<file path="src/rtl/axi4_lite_pkg.sv">
// Shared AXI4-Lite definitions: response codes and the master write state enum.
// Latency: n/a (types and constants only).
// Backpressure: n/a.
package axi4_lite_pkg;

  localparam logic [1:0] AXI_RESP_OKAY   = 2'b00;
  localparam logic [1:0] AXI_RESP_SLVERR = 2'b10;
  localparam logic [1:0] AXI_RESP_DECERR = 2'b11;

  typedef enum logic [1:0] {
    M_IDLE   = 2'd0,
    M_WRITE  = 2'd1,
    M_WAIT_B = 2'd2
  } m_axi_write_states;

endpackage

</file>
<file path="src/rtl/axi4_lite_write_master_if.sv">
// AXI4-Lite write channels (AW, W, B) bundled for master/slave connection.
// Latency: none, wires only.
// Backpressure: standard valid/ready on AW, W and B.
// Ports: master drives aw*/w* payload+valid and bready; slave drives awready, wready, bresp, bvalid.
interface axi4_lite_write_master_if #(
  parameter int ADDR_WIDTH = 32,
  parameter int DATA_WIDTH = 32
) ();

  logic [ADDR_WIDTH-1:0]   awaddr;
  logic                    awvalid;
  logic                    awready;
  logic [DATA_WIDTH-1:0]   wdata;
  logic [DATA_WIDTH/8-1:0] wstrb;
  logic                    wvalid;
  logic                    wready;
  logic [1:0]              bresp;
  logic                    bvalid;
  logic                    bready;

  modport master (
    output awaddr, awvalid, wdata, wstrb, wvalid, bready,
    input  awready, wready, bresp, bvalid
  );

  modport slave (
    input  awaddr, awvalid, wdata, wstrb, wvalid, bready,
    output awready, wready, bresp, bvalid
  );

endinterface

</file>
<file path="src/rtl/axi4_lite_write_master.sv">
// Turns a one-cycle core store request into a single AXI4-Lite write (AW+W jointly, then B).
// Latency: 4 cycles minimum from request to write_done when the slave readies AW/W a cycle after valid.
// Backpressure: holds valids/bready until handshake; stalls the core until B or timeout abort.
// Ports: clk, rst (sync, active-high); core side write_req/addr/data/strb in, stall/write_done/write_err out;
//        m_axi is the AXI4-Lite write master modport.
module axi4_lite_write_master
  import axi4_lite_pkg::*;
#(
  parameter int ADDR_WIDTH     = 32,
  parameter int DATA_WIDTH     = 32,
  parameter int TIMEOUT_CYCLES = 255
) (
  input  logic                  clk,
  input  logic                  rst,
  input  logic                  write_req,
  input  logic [ADDR_WIDTH-1:0] write_addr,
  input  logic [DATA_WIDTH-1:0] write_data,
  input  logic [3:0]            write_strb,
  output logic                  stall,
  output logic                  write_done,
  output logic                  write_err,
  axi4_lite_write_master_if.master m_axi
);

  localparam int CNT_W = $clog2(TIMEOUT_CYCLES);
  localparam logic [CNT_W-1:0] CNT_MAX = CNT_W'(TIMEOUT_CYCLES - 1);

  m_axi_write_states     state;
  logic [ADDR_WIDTH-1:0] addr_q;
  logic [DATA_WIDTH-1:0] data_q;
  logic [3:0]            strb_q;
  logic [CNT_W-1:0]      cnt_q;

  logic aw_w_hs;
  logic b_hs;
  logic timeout;

  // AXI outputs depend only on registered state so there is no input-to-output path.
  assign m_axi.awaddr  = addr_q;
  assign m_axi.wdata   = data_q;
  assign m_axi.wstrb   = strb_q;
  assign m_axi.awvalid = (state == M_WRITE);
  assign m_axi.wvalid  = (state == M_WRITE);
  assign m_axi.bready  = (state == M_WAIT_B);

  // AW and W are only ever accepted together; an AW-only ready is ignored.
  assign aw_w_hs = (state == M_WRITE) && m_axi.awready && m_axi.wready;
  assign b_hs    = (state == M_WAIT_B) && m_axi.bvalid;
  // A B handshake on the last allowed cycle wins over the abort.
  assign timeout = (state != M_IDLE) && (cnt_q == CNT_MAX) && !b_hs;

  // Gated by rst so a reset in WAIT_B never reports a response.
  assign write_done = !rst && (b_hs || timeout);
  assign write_err  = !rst && (b_hs ? (m_axi.bresp != AXI_RESP_OKAY) : timeout);

  // Released on the finishing cycle so the core advances together with write_done.
  assign stall = (state != M_IDLE) ? !(b_hs || timeout) : write_req;

  always_ff @(posedge clk) begin
    if (rst) begin
      state  <= M_IDLE;
      addr_q <= '0;
      data_q <= '0;
      strb_q <= '0;
      cnt_q  <= '0;
    end else begin
      // Saturating count of cycles spent outside IDLE.
      if (state != M_IDLE && cnt_q != CNT_MAX) begin
        cnt_q <= cnt_q + CNT_W'(1);
      end
      case (state)
        M_IDLE: begin
          if (write_req) begin
            addr_q <= write_addr;
            data_q <= write_data;
            strb_q <= write_strb;
            cnt_q  <= '0;
            state  <= M_WRITE;
          end
        end
        M_WRITE: begin
          if (timeout) begin
            state <= M_IDLE;
          end else if (aw_w_hs) begin
            state <= M_WAIT_B;
          end
        end
        M_WAIT_B: begin
          if (b_hs || timeout) begin
            state <= M_IDLE;
          end
        end
        default: state <= M_IDLE;
      endcase
    end
  end

endmodule

</file>
<file path="src/flat_wrapper.sv">
// flat-port wrapper written by rule: the top's interface ports become plain ports
module axi4_lite_write_master_flat import axi4_lite_pkg::*;
#(
  parameter int ADDR_WIDTH     = 32,
  parameter int DATA_WIDTH     = 32,
  parameter int TIMEOUT_CYCLES = 255
)
  (clk, rst, write_req, write_addr, write_data, write_strb, stall, write_done, write_err, m_axi_awaddr, m_axi_awvalid, m_axi_wdata, m_axi_wstrb, m_axi_wvalid, m_axi_bready, m_axi_awready, m_axi_wready, m_axi_bresp, m_axi_bvalid);
  axi4_lite_write_master_if #(.ADDR_WIDTH(ADDR_WIDTH), .DATA_WIDTH(DATA_WIDTH)) m_axi_i ();
  input  logic clk;
  input  logic rst;
  input  logic write_req;
  input  logic [ADDR_WIDTH-1:0] write_addr;
  input  logic [DATA_WIDTH-1:0] write_data;
  input  logic [3:0] write_strb;
  output logic stall;
  output logic write_done;
  output logic write_err;
  output wire logic [$bits(m_axi_i.awaddr)-1:0] m_axi_awaddr;
  output wire logic [$bits(m_axi_i.awvalid)-1:0] m_axi_awvalid;
  output wire logic [$bits(m_axi_i.wdata)-1:0] m_axi_wdata;
  output wire logic [$bits(m_axi_i.wstrb)-1:0] m_axi_wstrb;
  output wire logic [$bits(m_axi_i.wvalid)-1:0] m_axi_wvalid;
  output wire logic [$bits(m_axi_i.bready)-1:0] m_axi_bready;
  input wire logic [$bits(m_axi_i.awready)-1:0] m_axi_awready;
  input wire logic [$bits(m_axi_i.wready)-1:0] m_axi_wready;
  input wire logic [$bits(m_axi_i.bresp)-1:0] m_axi_bresp;
  input wire logic [$bits(m_axi_i.bvalid)-1:0] m_axi_bvalid;
  assign m_axi_awaddr = m_axi_i.awaddr;
  assign m_axi_awvalid = m_axi_i.awvalid;
  assign m_axi_wdata = m_axi_i.wdata;
  assign m_axi_wstrb = m_axi_i.wstrb;
  assign m_axi_wvalid = m_axi_i.wvalid;
  assign m_axi_bready = m_axi_i.bready;
  assign m_axi_i.awready = m_axi_awready;
  assign m_axi_i.wready = m_axi_wready;
  assign m_axi_i.bresp = m_axi_bresp;
  assign m_axi_i.bvalid = m_axi_bvalid;
  axi4_lite_write_master #(.ADDR_WIDTH(ADDR_WIDTH), .DATA_WIDTH(DATA_WIDTH), .TIMEOUT_CYCLES(TIMEOUT_CYCLES)) u_core (.clk(clk), .rst(rst), .write_req(write_req), .write_addr(write_addr), .write_data(write_data), .write_strb(write_strb), .stall(stall), .write_done(write_done), .write_err(write_err), .m_axi(m_axi_i));
endmodule
</file>
<file path="config.mk">
export PLATFORM = sky130hd
export DESIGN_NAME = axi4_lite_write_master_flat
export DESIGN_NICKNAME = d
export VERILOG_FILES = /design/src/rtl/axi4_lite_pkg.sv /design/src/rtl/axi4_lite_write_master_if.sv /design/src/rtl/axi4_lite_write_master.sv /design/src/flat_wrapper.sv
export SDC_FILE = /design/constraint.sdc
export NUM_CORES = 1
export LEC_CHECK = 0
export CORE_AREA = 3 3 105 77
export DETAILED_ROUTE_END_ITERATION = 8
export DIE_AREA = 0 0 108 80
export PLACE_DENSITY_LB_ADDON = 0.25
export SLEW_MARGIN = 20
export SYNTH_ARGS = -nofsm -noshare
export SYNTH_HDL_FRONTEND = slang
export SYNTH_SLANG_ARGS = --single-unit
</file>
<file path="constraint.sdc">
create_clock -name clk -period 2.8 [get_ports clk]
set_input_delay 0.28 -clock clk [delete_from_list [all_inputs] [get_ports clk]]
set_output_delay 0.28 -clock clk [all_outputs]
set_load 0.03 [all_outputs]
</file>
==> out/results.txt <==
Outcome -> complete, no violations
Yosys top cell area share -> 0.5108
Sequential fraction of the synthesis area -> 0.5108
Crit path time final -> 2691 ps
Critical path depth in cells -> 6
Vias per cell -> 4.910
Gr usage total -> 0.1920
Number of synthesized flops with an enable pin -> 0
Cell Area, Placed -> 4488 µm²
Y dimension of the die -> 80 µm
Internal power -> 2042 µW
Vias in the first global route -> 2759
CTS Buf Count -> 9
RSZ-0062 raised after global routing -> no
Pins over their slew limit -> 0
Cell taking the most area after synthesis -> dfxtp_1
Setup crit end kind -> output port
CP startpoint kind -> flop
Count leader, synth -> nand2_1
Hold_buf cts -> 0
Root Driver -> clkbuf_8
Iteration-0 DRC Markers -> 137
Pwr Total -> 2764 µW
Combinational Power Share -> 0.203
Placed insts -> 595
Setup TNS -> 0 ps
Clk pwr share -> 0.357
Synthesized area -> 3057 µm²
Post-synth top flop -> dfxtp_1
Proportion of synthesized area in mux cells -> 0.01678
Remaining DRCs -> 0
Fin. Hold Viols -> 0
Clock tree from TritonCTS -> built
Mean Syn Cell Area -> 8.173 µm²
Psw -> 722.1 µW
Largest net degree at the start of global routing -> 74
Initial antenna violation count -> 0
First-pass GRT wire length -> 13170 µm
Synth top cells by count -> 141 x nand2_1, 78 x dfxtp_1, 73 x a21oi_1
Mapped Cells -> 374
IO Port Bufs -> 149
Gpl congestion -> 0.8171
Antenna Violating Nets Remaining -> 0
Worst Path Arrival -> 2410 ps
Die X -> 108 µm
Static Leak -> 0.001785 µW
H-tree depth -> 3
Post-Layout Cell Count -> 610
Cell Pwr Density -> 584.8 nW/µm²
Worst rel slew slack -> 0.4936
Tcrit/Tclk final -> 0.9611
Flip-flop and latch count after synthesis -> 78
Core area -> 7189 µm²
Seq pwr share -> 0.439
# rows -> 26
Register-to-Register Path Depth -> 4
Crit Path Category -> reg2out
GRT overflow -> 0
Clk Latency, worst-skew pair -> 340 ps
Switching part of the total -> 0.2612
DP HPWL -> 5570 µm
Multi-input gate area -> 1280 µm²
Layout area overhead -> 54.65%
Synth Area in Adders -> 0.008187
Synth top area cells -> dfxtp_1 51%, nand2_1 17%, a21oi_1 12%, buf_6 2.9%, buf_4 2.0%
Setup Viol. Count Final -> 0
Hold Path Class -> in2reg
Slowest cell delay on critical path -> 670 ps
Critical Path RT -> 2520 ps
Reg-to-reg critical path startpoint -> u_core.state[1]
NumNets Final -> 586
Crit Path Max Fanout -> 9
Max_cap viols -> 0
Largest family of logic cells by synthesized area -> simple AND/OR/NAND/NOR gates
Sequential cell area -> 1562 µm²
Synth Area in Compound Gates -> 0.1621
Post-CTS setup buffer count -> 0
CP bufs+invs -> 2
Post-Route WL -> 8373 µm
Distinct cells, synth -> 36
Worst-path clk slew -> 70 ps
Least-Margin Pin Slew -> 759.7 ps
Synth warnings -> 0
Routed WL per cell -> 13.73 µm
First-pass DRT Iterations -> 4
Inserted Diodes -> 0
Via count -> 2995
I/O pin total -> 150
XOR/XNOR Fraction of Synth Area -> 0
Top achievable clock speed -> 371.6 MHz
Number of fill cells -> 619
VDD IR max -> 0.3175 mV
Starting Density -> 0.4252
Asr flop ratio synth -> 0
Slowest CP cell -> clkdlybuf4s50_1
Final setup margin -> 109.0 ps
Layout cells sized above 1 -> 0.04883
Crit path capture -> stall
Final Cell Area -> 4727 µm²
CP Cell Sequence -> inv_1, ha_1, and3_4, a21oi_1, a21o_1, clkdlybuf4s50_1
Pre-CTS setup slack -> 487.4 ps
Worst R2R Setup Slack -> 900 ps
CP top delay family -> buffers and inverters
Post-synthesis simple-gate area fraction -> 0.2300
Reg2reg end -> u_core.cnt_q[7]
Die Area -> 8640 µm²
Worst setup startpoint -> u_core.cnt_q[0]
CTS Buffer Depth -> 2
Clk sinks -> 78
Synthesized Nets -> 452
Clock Skew -> 7.023 ps
-- state kept, by name (all words and copies together), names as in the netlist --
signal,flops
u_core.m_axi.wstrb,4
u_core.cnt_q,8
u_core.state,2
u_core.m_axi.awaddr,32
u_core.m_axi.wdata,32
-- what timing repair did --
action                                 in CTS  in global routing
endpoints found under the hold margin       0                  0
resized for setup                           0                  1
setup endpoints to repair                   0                  1
-- worst min path at each step --
stage                                          to                    from  depth (start not counted)
after detailed placement   u_core.m_axi.awaddr[2]  u_core.m_axi.awaddr[2]                          2
final                     u_core.m_axi.awaddr[24]                     rst                          2
after global placement     u_core.m_axi.wdata[19]  u_core.m_axi.wdata[19]                          2
after CTS                 u_core.m_axi.awaddr[21]                     rst                          2
after floorplan            u_core.m_axi.awaddr[0]           write_addr[0]                          2
after global routing      u_core.m_axi.awaddr[21]                     rst                          2
-- cell families (layout without fill, tap and decap cells) --
kind of cell    count (synthesis)  in the layout
fa+ha+maj                       2              2
buf+inv                        33            171
compound gates                 88             88
flops                          78             78
simple gates                  168            168
mux                             5              5
-- per-layer routing --
metal,global-route usage,vias up,wire [µm]
met5,0,-,0
met4,0.05296,0,110
met3,0.1002,11,1013
met2,0.3009,122,3713
met1,0.2308,1348,3535
li1,-,1514,-
-- layout by cell type (no fill, tap or decap), types with 2 or more instances in the layout --
master             n
clkdlybuf4s50_1  147
nand2_1          141
dfxtp_1           78
a21oi_1           73
clkbuf_8          10
nand3_1            5
nor2b_1            4
inv_1              4
or3_1              4
mux2i_1            4
a211oi_1           3
bufinv_16          3
buf_4              3
and4_1             2
nor2_1             2
nand4_1            2
o2111ai_1          2
o211a_1            2
nor3_1             2
ha_1               2
-- metrics by stage --
| step | util | hold WS [ps] |
|---|---|---|
| global placement | 0.6243 | 440.8 |
| CTS | 0.6572 | 286.2 |
| finish | 0.6575 | 302.8 |
| floorplan | - | 416.0 |
| global route | 0.6575 | 290.5 |
| detailed placement | 0.6243 | 447.2 |
-- area by class of cell --
cell class	instances	share of cell area
Clock buffer	11	0.02991
Clock inverter	4	0.02012
Timing Repair Buffer	152	0.3197
Inverter	4	0.003176
Tap cell	98	0.02594
Multi-Input combinational cell	263	0.2708
Sequential cell	78	0.3303
-- worst reg2reg max path, cell delays in order (launching register included) --
cell and delay [ps]:
dfxtp_1 550, or3b_2 200, buf_4 570, nand2_1 280, a211oi_1 210
-- power groups by stage --
stage                     clock [µW]  sequential, µW  combinational [µW]
after floorplan                    0            1360                 194
after global placement             0            1230                 558
after detailed placement           0            1240                 565
after CTS                       1020            1210                 568
after global routing            1070            1220                 604
final                            988            1210                 562
Power figures use the tool's default switching activity.
